--- config.mk ---
export PLATFORM = sky130hd
export DESIGN_NAME = button_debounce
export DESIGN_NICKNAME = d
export VERILOG_FILES = /design/src/rtl/button_debounce.sv
export SDC_FILE = /design/constraint.sdc
export NUM_CORES = 1
export LEC_CHECK = 0
export CAP_MARGIN = 0
export CORE_MARGIN = 2
export CORE_UTILIZATION = 57
export DETAILED_ROUTE_END_ITERATION = 10
export DONT_BUFFER_PORTS = 1
export PLACE_DENSITY_LB_ADDON = 0.25
export SETUP_SLACK_MARGIN = 0.15
export SLEW_MARGIN = 40
export SYNTH_ARGS = -nofsm -noshare
export SYNTH_HDL_FRONTEND = slang
export SYNTH_SLANG_ARGS = --single-unit
--- constraint.sdc ---
create_clock -name clk -period 2.2 [get_ports clk]
set_clock_uncertainty 0.2 [all_clocks]
set_input_delay 0.44 -clock clk [delete_from_list [all_inputs] [get_ports clk]]
set_output_delay 0.44 -clock clk [all_outputs]
set_load 0.01 [all_outputs]
--- src/rtl/button_debounce.sv ---
// Push-button conditioner: 2-flop synchroniser, saturating-count debouncer, press/release strobes.
// Optional long-press strobe built only when LONG_PRESS_EN is defined.
module button_debounce #(
  parameter int unsigned CNT_WIDTH      = 16,
  parameter bit          BTN_ACTIVE_LOW = 1'b0,
  parameter int unsigned HOLD_WIDTH     = 24
) (
  input  logic clk,
  input  logic rst_n,
  input  logic button,
  output logic pb_state,
  output logic pb_down,
  output logic pb_up,
  output logic pb_long
);

  localparam logic [CNT_WIDTH-1:0] CNT_MAX = '1;

  if (CNT_WIDTH < 1 || HOLD_WIDTH < 1) begin : g_bad_params
    $error("button_debounce: CNT_WIDTH and HOLD_WIDTH must be at least 1");
  end

  logic                 sync0;
  logic                 sync1;
  logic [CNT_WIDTH-1:0] cnt;
  logic [CNT_WIDTH-1:0] cnt_nxt_c;
  logic                 idle_c;
  logic                 flip_c;

  // Only sync0 samples the asynchronous pin; both flops hold "pressed = 1".
  always_ff @(posedge clk or negedge rst_n) begin
    if (!rst_n) begin
      sync0 <= 1'b0;
      sync1 <= 1'b0;
    end else begin
      sync0 <= button ^ BTN_ACTIVE_LOW;
      sync1 <= sync0;
    end
  end

  always_comb begin
    idle_c    = (sync1 == pb_state);
    flip_c    = !idle_c && (cnt == CNT_MAX);
    cnt_nxt_c = idle_c ? '0 : cnt + CNT_WIDTH'(1);
  end

  // Debounced level and strobes change on the same edge.
  always_ff @(posedge clk or negedge rst_n) begin
    if (!rst_n) begin
      cnt      <= '0;
      pb_state <= 1'b0;
      pb_down  <= 1'b0;
      pb_up    <= 1'b0;
    end else begin
      cnt      <= cnt_nxt_c;
      pb_state <= pb_state ^ flip_c;
      pb_down  <= flip_c & ~pb_state;
      pb_up    <= flip_c & pb_state;
    end
  end

`ifdef LONG_PRESS_EN
  localparam logic [HOLD_WIDTH-1:0] HOLD_MAX = '1;

  logic [HOLD_WIDTH-1:0] hold_cnt;
  logic [HOLD_WIDTH-1:0] hold_nxt_c;
  logic                  long_hit_c;

  // Clear on the falling edge itself so a short press never reaches saturation.
  always_comb begin
    hold_nxt_c = hold_cnt;
    if (!pb_state || flip_c) begin
      hold_nxt_c = '0;
    end else if (hold_cnt != HOLD_MAX) begin
      hold_nxt_c = hold_cnt + HOLD_WIDTH'(1);
    end
    long_hit_c = (hold_nxt_c == HOLD_MAX) && (hold_cnt != HOLD_MAX);
  end

  always_ff @(posedge clk or negedge rst_n) begin
    if (!rst_n) begin
      hold_cnt <= '0;
      pb_long  <= 1'b0;
    end else begin
      hold_cnt <= hold_nxt_c;
      pb_long  <= long_hit_c;
    end
  end
`else
  always_ff @(posedge clk or negedge rst_n) begin
    if (!rst_n) begin
      pb_long <= 1'b0;
    end else begin
      pb_long <= 1'b0;
    end
  end
`endif

endmodule

* After elaboration in Yosys (flattened, before gate mapping) *
Cells that the tools add are included.

word-level totals
  bits in registers = 21
  bits of input ports = 3
  output and inout bits = 4
  word-level logic and storage cells = 16

cells by class
  add/sub/neg operators = 1
  equal/unequal tests = 2
  multiplexer cells = 1
  bitwise logic cells = 4
  reduce and logical (&&, ||, !) cells = 2

operators by type and width
  cell                                            count
  adder 16 x 1 -> 16 bit (second input constant)  1
  == test 16 bit (second input constant)          1
  two-way mux 16 bit                              1
  bitwise AND 1 bit                               2
  == test 1 bit                                   1
  logical AND 1 bit                               1
  zero test 1 bit                                 1
  NOT 1 bit                                       1
  XOR 1 bit                                       1

* Longest topological paths before layout *
Gate-level depths: netlist (run 1).

  depth after elaboration = 4
  depth in mapped cells = 4

* Least setup slack after synthesis (run 1) *
No wires, ideal clock.

  path kind = flip-flop to flip-flop
  start point = reg cnt[0]
  end point = reg cnt[10]
  library setup time = 0.078 ns
  arrival time = 1.332 ns
  required time = 1.922 ns
  setup slack = 0.590 ns
  cell stages (with the launch flop) = 5
  buffers on the path = 0
  path through = dfrtp_1 -> ha_1 -> nand2_1 -> or4_1 -> a21oi_1

between the ends
  cells in the longest elaborated chain, start to end = 2

ends and longest elaborated chain
  item                     line  source
  start, declared          25    logic [CNT_WIDTH-1:0] cnt;
  start signal, assigned   55    cnt <= cnt_nxt_c;
  adder 16 x 1 -> 16 bit   44    cnt_nxt_c = idle_c ? '0 : cnt + CNT_WIDTH'(1);
  two-way mux 16 bit       44
  named net cnt_nxt_c[10]  26    logic [CNT_WIDTH-1:0] cnt_nxt_c;

The timed path passes the listed nets, and every way through them passes these cells.

==> results of run 1 <==
[timing repair]
action / 4_1_cts / 5_1_grt
hold endpoints to repair: 22 / 21
hold buffers: 2 / 1
buffers inserted: 0 / 0
[worst paths after layout]
path	start	to	slack (ps)	cells past startpoint
worst min-delay path	sync0	sync1	170	0
worst min register to register	sync0	sync1	170	0
min in group asynchronous	rst_n	cnt[10]	390	2
worst max-delay path	cnt[3]	register	350	3
worst max register to register	cnt[3]	register	350	3
max in group asynchronous	rst_n	cnt[11]	1090	2
[registers in the layout, summed over array words and instances, names as in the netlist, named ones only]
register  flops
cnt          16
pb_down       1
sync1         1
pb_up         1
sync0         1
[per-stage QoR]
stage                     area, sq um    util  total power, mW
after floorplan                 994.7       -           0.4197
after global placement          997.2  0.5904           0.4229
after detailed placement        997.2  0.5904           0.4242
after CTS                        1045  0.6185           0.6124
after global routing             1050  0.6215           0.6379
final                            1050  0.6215           0.6071
[routing by layer]
| layer | GRT usage | vias to the layer above | routed length, um |
|---|---|---|---|
| li1 | - | 346 | - |
| met1 | 0.2571 | 335 | 779 |
| met2 | 0.3380 | 9 | 792 |
| met3 | 0.03571 | 4 | 35 |
| met4 | 0.1029 | 0 | 36 |
| met5 | 0 | - | 0 |
[power groups by stage]
stage | sequential (mW) | clock (mW) | combinational, mW
6_report | 0.398 | 0.181 | 0.0289
4_1_cts | 0.398 | 0.185 | 0.0292
3_3_place_gp | 0.405 | 0 | 0.0181
5_1_grt | 0.399 | 0.204 | 0.0346
2_1_floorplan | 0.404 | 0 | 0.0158
3_5_place_dp | 0.405 | 0 | 0.0188
[layout make-up]
class	instances	area [sq um]
flip-flops and latches	21	525.5
well taps	17	21.27
clock inverters	1	5.005
clock buffers	3	22.52
fillers	136	639.4
repair buffers	4	32.53
inverters	2	7.507
multi-input cells	66	435.4
[cells by family (layout without fill, tap and decap cells)]
logic type               count (synthesis)  count (layout)  share of synthesized area
AND/OR/NAND/NOR                         40              40                     0.2453
flip-flops                              21              21                     0.5283
AO/OA/AOI/OAI                           14              14                    0.08050
buffers and inverters                    6              10                    0.03397
XOR/XNOR                                 5               5                    0.04403
multiplexers                             5               5                    0.05157
adder cells (fa/ha/maj)                  1               1                    0.01258
other                                    1               1                   0.003770
[critical path: stages, from the launching register on]
cell and delay (ps):
dfrtp_1 450, nand4_2 300, nor4_2 430, mux2_2 370
[cell usage in the layout (no fill, tap or decap), types with 4 or more instances in the layout]
master    Yosys  layout
dfrtp_1      21      21
nand2_1       8       8
a21oi_1       7       7
nand2b_1      4       4
nand3_1       4       4
nor4_1        4       4
mux2i_1       4       4
o31ai_1       4       4
or4_1         4       4
nor2_1        4       4
==> results.py, run 1 <==
metrics = {
    "sta": {
        "setup_violations": 0,
        "whs_ps": 167.3,
        "drv_slew": 0,
        "fmax_ghz": 0.5409,
        "hold_violations": 0,
        "max_slew.worst_pin.slew_ps": 583.8,
        "max-slew-margin-rel": 0.6094,
        "fin_ws_ps": 351.2,
        "finalCritPeriodShare": 0.8404,
        "rsz0062_at_grt": "no",
        "min_period_ps": 1849,
        "setup_tns_ps": 0,
    },
    "placement": {
        "pre_cts_slack_ps": 349.3,
        "place.gp.congestion": 0.7554,
        "post-place-cells": 107,
        "port_buffers": 0,
        "dp_hpwl_um": 1191,
    },
    "power_and_ir_drop": {
        "power_frac_seq": 0.655,
        "ir_worst_vdd_uv": 386.8,
        "cellLeakagePower_nw": 0.4414,
        "p_clk_frac": 0.297,
        "cellPowerDensity_nw_per_um2": 578.4,
        "p_int_mw": 0.4705,
        "power_frac_comb": 0.048,
        "switching_power_mw": 0.1367,
        "switching_share": 0.2251,
    },
    "route": {
        "ant_nets": 0,
        "post_drt_wl_per_cell_um": 14.41,
        "wl_um": 1643,
        "num_vias": 694,
        "first_iter_violations": 14,
        "firstDrtPassIters": 4,
        "drc": 0,
        "vias_per_cell": 6.088,
    },
    "floorplan": {
        "ios": 7,
        "initial_core_util": 0.5889,
        "fp.coreArea_sq_um": 1689,
        "num_rows": 15,
        "dieArea_sq_um": 2095,
        "die_x_um": 45.78,
        "fp.dieH_um": 45.78,
    },
    "worst_setup_path": {
        "critPathArrivalTime_ps": 1850,
        "crit_fanout": 13,
        "worstPathRequired_ps": 2200,
        "critPathCaptureType": "register",
        "path_class": "register to register",
        "crit_path_start_kind": "register",
    },
    "cells_and_area": {
        "antenna_cells": 0,
        "area_growth_pct": 5.535,
        "layout-drive-gt1-share": 0.1031,
        "stdcell_count": 114,
        "fin_nets": 102,
    },
    "synthesis": {
        "synth_top_cell_by_area": "dfrtp_1",
        "ys_types": 26,
        "synth-main-ff-cell": "dfrtp_1",
        "synthTopCellsByCount": "21 x dfrtp_1, 8 x nand2_1, 7 x a21oi_1",
        "synth.area.top_cells": "dfrtp_1 53%, mux2i_1 4.0%, a21oi_1 3.5%, nand2_1 3.0%, o31ai_1 3.0%",
        "yosysSeqAreaShare": 0.5283,
        "syn_area_sq_um": 994.7,
        "yosysTopAreaCellShare": 0.5283,
        "async_reset_ff_frac": 1.000,
        "synth_most_common_cell": "dfrtp_1",
        "synthCells": 93,
        "ys_ff_latch": 21,
        "syn_nets": 97,
        "synth-edff-count": 0,
        "syn_area_per_cell_sq_um": 10.70,
        "yosysWarnings": 0,
    },
    "cts": {
        "cts_sinks": 21,
        "insertion_delay_ps": 300,
        "cts_tree": "built",
        "clk_pin_slew_ps": 120,
        "cts_buffer_depth": 2,
        "numCtsBuffers": 3,
        "cts.repair.resized": 0,
        "h-tree-depth": 1,
        "cts-root-buf": "clkbuf_4",
    },
    "job": {
        "drv_cap": 0,
    },
    "global_routing": {
        "grt_max_degree": 22,
        "grt_usage": 0.2047,
        "overflow": 0,
        "grt_pass1_wl_um": 2960,
        "grt_pass1_vias": 689,
        "antenna_found_initial": 0,
    },
    "worst_hold_path": {
        "min_path_type": "register to register",
    },
    "status": {
        "outcome": "finished clean",
    },
}
Power figures use the tool's default switching activity.
==> run 2: changes to the inputs <==
--- a/config.mk
+++ b/config.mk
@@ -5,9 +5,10 @@
 export SDC_FILE = /design/constraint.sdc
 export NUM_CORES = 1
 export LEC_CHECK = 0
+export ABC_AREA = 1
 export CAP_MARGIN = 0
 export CORE_MARGIN = 2
-export CORE_UTILIZATION = 57
+export CORE_UTILIZATION = 54
 export DETAILED_ROUTE_END_ITERATION = 10
 export DONT_BUFFER_PORTS = 1
 export PLACE_DENSITY_LB_ADDON = 0.25
==> constraint.sdc (replaced) <==
create_clock -name clk -period 1.7 [get_ports clk]
set_clock_uncertainty 0.2 [all_clocks]
set_input_delay 0.34 -clock clk [delete_from_list [all_inputs] [get_ports clk]]
set_output_delay 0.34 -clock clk [all_outputs]
set_load 0.01 [all_outputs]
==> run 2 against run 1 <==
  * Hold slack worse by 6.7 ps
  * Critical path depth is 5 higher
  * Cell count rose by 59%
  * Core utilization up 0.94 points
  * Critical path type unchanged
  * Largest cell class unchanged
  * Largest power group unchanged
==> results.py, run 2 <==
metrics = {
    "status": {
        "outcome": "finished clean",
    },
    "sta": {
        "fin_ws_ps": 174.5,
        "min_period_ps": 1526,
        "finalCritPeriodShare": 0.8974,
        "rsz0062_at_grt": "yes",
        "drv_slew": 0,
        "setup_tns_ps": 0,
        "hold_violations": 0,
        "setup_violations": 0,
        "whs_ps": 160.6,
        "fmax_ghz": 0.6555,
    },
    "placement": {
        "place.gp.congestion": 0.7999,
        "dp_hpwl_um": 1527,
        "port_buffers": 0,
        "pre_cts_slack_ps": 118.4,
    },
    "worst_setup_path": {
        "path_class": "register to register",
        "r2r_setup_slack_ps": 170,
        "crit_path_start_kind": "register",
        "worstPathRequired_ps": 1710,
        "r2r-end": "cnt[10]",
        "slowest_delay_ps": 380,
        "critPathCaptureType": "register",
        "critical_path.slowest_cell": "dfrtp_1",
        "critPathArrivalTime_ps": 1540,
        "crit_fanout": 5,
        "worstRegToRegCells": 8,
        "critical_path.cell_chain": "ha_2, nand2_2, nor2_4, nand2_4, nor2_1, nand2_1, nand2_1, nor2_1",
        "r2r-start": "cnt[0]",
    },
    "worst_hold_path": {
        "timing.hold.worst.start": "sync0",
        "hold_depth": 0,
        "min_path_type": "register to register",
        "worstHoldEndpoint": "sync1",
    },
    "power_and_ir_drop": {
        "power_frac_comb": 0.065,
        "p_int_mw": 0.6197,
        "switching_power_mw": 0.1875,
        "power_frac_seq": 0.636,
        "cellLeakagePower_nw": 0.5891,
        "switching_share": 0.2323,
        "ir_worst_vdd_uv": 405.1,
        "p_clk_frac": 0.299,
        "cellPowerDensity_nw_per_um2": 665.8,
    },
    "cts": {
        "clk_pin_slew_ps": 110,
        "cts_tree": "built",
        "h-tree-depth": 1,
        "numCtsBuffers": 3,
        "cts-root-buf": "clkbuf_4",
        "insertion_delay_ps": 310,
        "cts_buffer_depth": 2,
        "cts_sinks": 21,
    },
    "synthesis": {
        "synth-edff-count": 0,
        "synth.area.top_cells": "dfrtp_1 49%, nand2_1 13%, nor2_1 11%, inv_1 6.3%, nand3_1 2.8%",
        "yosysSeqAreaShare": 0.4884,
        "async_reset_ff_frac": 1.000,
        "yosysWarnings": 0,
        "synth-main-ff-cell": "dfrtp_1",
        "syn_area_per_cell_sq_um": 7.578,
        "yosysTopAreaCellShare": 0.4884,
        "syn_nets": 146,
        "synthTopCellsByCount": "37 x nand2_1, 32 x nor2_1, 21 x dfrtp_1",
        "synth_xor_area_frac": 0.01628,
        "synth_most_common_cell": "nand2_1",
        "synth_compound_area_frac": 0.06279,
        "syn_area_sq_um": 1076,
        "synth-adder-area-share": 0.01163,
        "synthCells": 142,
        "ys_types": 22,
        "synth_top_cell_by_area": "dfrtp_1",
        "synth_top_family_by_area": "simple AND/OR/NAND/NOR gates",
        "yosys.area_share.simple": 0.3395,
        "ys_ff_latch": 21,
        "synthMuxAreaShare": 0,
    },
    "floorplan": {
        "dieArea_sq_um": 2366,
        "die_x_um": 48.64,
        "ios": 7,
        "num_rows": 16,
        "fp.dieH_um": 48.64,
        "initial_core_util": 0.5599,
        "fp.coreArea_sq_um": 1922,
    },
    "route": {
        "first_iter_violations": 18,
        "vias_per_cell": 4.845,
        "firstDrtPassIters": 4,
        "wl_um": 2155,
        "num_vias": 877,
        "drc": 0,
        "post_drt_wl_per_cell_um": 11.91,
        "ant_nets": 0,
    },
    "cells_and_area": {
        "largest_reg_flops": 16,
        "layout-drive-gt1-share": 0.1494,
        "nFillCells": 168,
        "area_growth_pct": 12.67,
        "antenna_cells": 0,
        "fin_nets": 159,
        "final_common_cell": "nand2_1",
        "top_register": "cnt",
        "final_cell_mix": "37 x nand2_1, 30 x nor2_1, 21 x dfrtp_1",
    },
    "global_routing": {
        "grt_usage": 0.1999,
        "grt_pass1_vias": 852,
        "overflow": 0,
        "grt_max_degree": 22,
        "antenna_found_initial": 0,
        "grt_pass1_wl_um": 3615,
    },
    "job": {
        "drv_cap": 0,
    },
}
==> run 2: cell count changes in the layout (fill, tap and decap cells not counted), sizes merged, moves of 4 or more <==
cell    delta
nor4       -5
inv       +18
o31ai      -4
or4        -4
nor2      +31
buf        +5
nand4      -5
nand2     +31
nand2b     -4
mux2i      -4
==> run 2: critical path, delay by kind of cell (launching register included) <==
kind,cells,cell delay [ps]
AND/OR/NAND/NOR,7,660
flip-flops,1,380
adder cells (fa/ha/maj),1,200
==> run 2: how the worst max path moves through the flow <==
stage	from	endpoint	slack (ps)	depth (start not counted)
after floorplan	cnt[0]	cnt[8]	290	7
after global placement	cnt[0]	cnt[10]	170	8
after detailed placement	cnt[0]	cnt[10]	120	8
after CTS	cnt[1]	pb_down	160	7
after global routing	cnt[1]	cnt[12]	70	9
final	cnt[0]	cnt[10]	170	8
==> run 2: through the flow <==
step | power, mW | std cells | area, sq um | utilization
floorplan | 0.5453 | 142 | 1076 | -
global placement | 0.5507 | 169 | 1110 | 0.5775
detailed placement | 0.5526 | 169 | 1110 | 0.5775
CTS | 0.8100 | 176 | 1166 | 0.6068
global route | 0.8421 | 181 | 1212 | 0.6309
finish | 0.8072 | 181 | 1212 | 0.6309
==> run 2: kinds of logic (layout without fill, tap and decap cells) <==
| group | Yosys count | in the layout |
|---|---|---|
| other | 1 | 1 |
| DFF | 21 | 21 |
| buffers and inverters | 21 | 33 |
| xor gates and xnor gates | 2 | 2 |
| adders and majority gates | 1 | 1 |
| AOI/OAI and AO/OA | 12 | 12 |
| and+or+nand+nor | 84 | 84 |
==> run 2: routing by layer <==
| layer | wire length (um) | track usage | vias to the layer above |
|---|---|---|---|
| met2 | 1072 | 0.3333 | 9 |
| met3 | 30 | 0.03086 | 5 |
| met1 | 1007 | 0.2587 | 410 |
| met5 | 0 | 0 | - |
| met4 | 44 | 0.08571 | 0 |
| li1 | - | - | 453 |
==> run 2: power by group through the flow <==
stage          registers, mW  logic (mW)  clock network (mW)
3_3_place_gp           0.524      0.0267                   0
5_1_grt                0.515      0.0596               0.267
3_5_place_dp           0.525      0.0280                   0
6_report               0.514      0.0521               0.242
4_1_cts                0.514      0.0454               0.251
2_1_floorplan          0.523      0.0226                   0
==> run 2: timing repair <==
action,CTS,global route
resized for setup,1,4
buffers inserted,1,4
pin swaps,0,5
setup endpoints to repair,6,11
endpoints found under the hold margin,22,21
hold buffers,2,1
==> run 2: final cells by class <==
type	instances	area [sq um]	area share
flip-flops and latches	21	525.5	0.4334
multi-input cells	100	479.2	0.3953
inverters	20	77.57	0.06398
repair buffers	9	70.07	0.05779
well taps	27	33.78	0.02786
clock buffers	4	26.28	0.02167
==> run 3: changes to the inputs <==
--- a/config.mk
+++ b/config.mk
@@ -5,9 +5,7 @@
 export SDC_FILE = /design/constraint.sdc
 export NUM_CORES = 1
 export LEC_CHECK = 0
-export ABC_AREA = 1
 export CAP_MARGIN = 0
-export CORE_MARGIN = 2
 export CORE_UTILIZATION = 54
 export DETAILED_ROUTE_END_ITERATION = 10
 export DONT_BUFFER_PORTS = 1
==> run 3 against run 2 <==
  * Combinational power increased by 14%
  * Cell count is 22% lower
  * Worst setup slack got worse by 90 ps
  * Flip-flop and latch count unchanged
  * Via count decreased by 10%
  * Total power rose by 1.4%
  * Fmax decreased by 5.6%
  * Critical endpoint is now cnt[8]
==> results.py, run 3 (synthesis gave the netlist of run 1 again) <==
metrics = {
    "status": {
        "outcome": "finished clean",
    },
    "cts": {
        "cts_sinks": 21,
        "insertion_delay_ps": 300,
        "h-tree-depth": 1,
        "numCtsBuffers": 3,
        "cts_tree": "built",
        "cts_buffer_depth": 2,
        "clk_pin_slew_ps": 120,
        "cts-root-buf": "clkbuf_4",
    },
    "sta": {
        "setup_tns_ps": 0,
        "fmax_ghz": 0.6190,
        "finalCritPeriodShare": 0.9503,
        "min_period_ps": 1615,
        "whs_ps": 168.5,
        "setup_violations": 0,
        "drv_slew": 0,
        "hold_violations": 0,
        "rsz0062_at_grt": "yes",
    },
    "power_and_ir_drop": {
        "power_frac_seq": 0.633,
        "switching_power_mw": 0.1921,
        "p_int_mw": 0.6267,
        "cellPowerDensity_nw_per_um2": 617.4,
        "fin_total_pwr_mw": 0.8189,
        "cellLeakagePower_nw": 0.5932,
        "p_clk_frac": 0.294,
        "switching_share": 0.2346,
        "ir_worst_vdd_uv": 491.3,
        "power_frac_comb": 0.072,
    },
    "placement": {
        "dp_hpwl_um": 1201,
        "port_buffers": 0,
        "place.gp.congestion": 0.7912,
    },
    "floorplan": {
        "ios": 7,
        "fp.coreArea_sq_um": 1727,
        "num_rows": 15,
        "initial_core_util": 0.5761,
        "die_x_um": 44.92,
        "dieArea_sq_um": 2018,
        "fp.dieH_um": 44.92,
    },
    "global_routing": {
        "grt_pass1_wl_um": 3243,
        "overflow": 0,
        "grt_usage": 0.2246,
        "antenna_found_initial": 0,
        "grt_max_degree": 22,
        "grt_pass1_vias": 728,
    },
    "worst_setup_path": {
        "crit_fanout": 5,
        "startpoint": "cnt[6]",
        "critPathCaptureType": "register",
        "critPathArrivalTime_ps": 1650,
        "r2r-end": "cnt[8]",
        "path_class": "register to register",
        "r2r_setup_slack_ps": 80,
        "r2r-start": "cnt[6]",
        "crit_path_start_kind": "register",
        "worstPathRequired_ps": 1730,
        "critical_path.endpoint": "cnt[8]",
        "worstRegToRegCells": 4,
    },
    "cells_and_area": {
        "area_growth_pct": 33.33,
        "top_register": "cnt",
        "largest_reg_flops": 16,
        "final_common_cell": "dfrtp_1",
        "multi_input_area_sq_um": 538.0,
        "final_cell_mix": "18 x dfrtp_1, 15 x buf_4, 7 x nand2_1",
        "antenna_cells": 0,
        "fin_nets": 122,
        "finalCoreUtilization": 0.7681,
        "regArea_sq_um": 529.3,
        "nFillCells": 121,
        "layout-drive-gt1-share": 0.3419,
    },
    "route": {
        "ant_nets": 0,
        "post_drt_wl_per_cell_um": 15.17,
        "wl_um": 2154,
        "first_iter_violations": 13,
        "firstDrtPassIters": 6,
        "drc": 0,
        "vias_per_cell": 5.535,
        "num_vias": 786,
    },
    "worst_hold_path": {
        "min_path_type": "register to register",
        "hold_depth": 0,
    },
    "job": {
        "drv_cap": 0,
    },
}
-- run 3: cell types whose count changed in the layout (fill, tap and decap cells not counted), moves of 5 or more --
cell | before | now
nand2_1 | 37 | 7
nor2_1 | 30 | 4
inv_1 | 18 | 2
buf_4 | 6 | 15
buf_6 | 0 | 5
-- run 3: area by class of cell --
type	instances	share of cell area
multi-input combinational	67	0.4057
sequential	21	0.3991
timing repair buffer	23	0.1462
tap	25	0.02358
clock buffer	4	0.01981
inverter	2	0.005660
-- run 3: what timing repair did --
action | 4_1_cts | 5_1_grt
pin swaps | 3 | 4
endpoints found under the setup margin | 11 | 14
endpoints found under the hold margin | 22 | 21
resized for setup | 7 | 12
hold buffers | 2 | 1
setup buffers | 9 | 1
gates cloned | 1 | 0
-- run 3: how the worst min path moves through the flow --
stage          start  slack, ps                    endpoint
6_report       sync0        170                       sync1
5_1_grt        sync0        180                       sync1
4_1_cts        sync0        170                       sync1
3_5_place_dp   rst_n       -160                      cnt[8]
3_3_place_gp   rst_n       -160                      cnt[8]
2_1_floorplan  rst_n       -160  asynchronous set/reset pin
-- run 3: layer usage --
metal / global-route usage / routed length (um)
met1: 0.3112 / 931
met2: 0.3797 / 1115
met3: 0.02400 / 51
met4: 0.05455 / 55
met5: 0 / 0
-- run 3: power by group through the flow --
stage	clock [mW]	sequential (mW)	combinational, mW
final	0.241	0.519	0.0593
after global routing	0.266	0.520	0.0679
after detailed placement	0	0.524	0.0276
after floorplan	0	0.523	0.0211
after CTS	0.238	0.517	0.0528
after global placement	0	0.524	0.0274
-- run 3: stage by stage --
step                      setup WS [ps]  area (sq um)  instances
after floorplan                   138.8          1017         93
after global placement            74.77          1097        124
after detailed placement          42.81          1097        124
after CTS                         75.18          1261        140
after global routing              27.92          1326        142
final                             84.51          1326        142
-- run 3: critical path: stages, from the launching register on --
cell and delay (ps):
dfrtp_1 450, nand4_4 170, buf_4 190, or4_1 390, a21oi_1 150
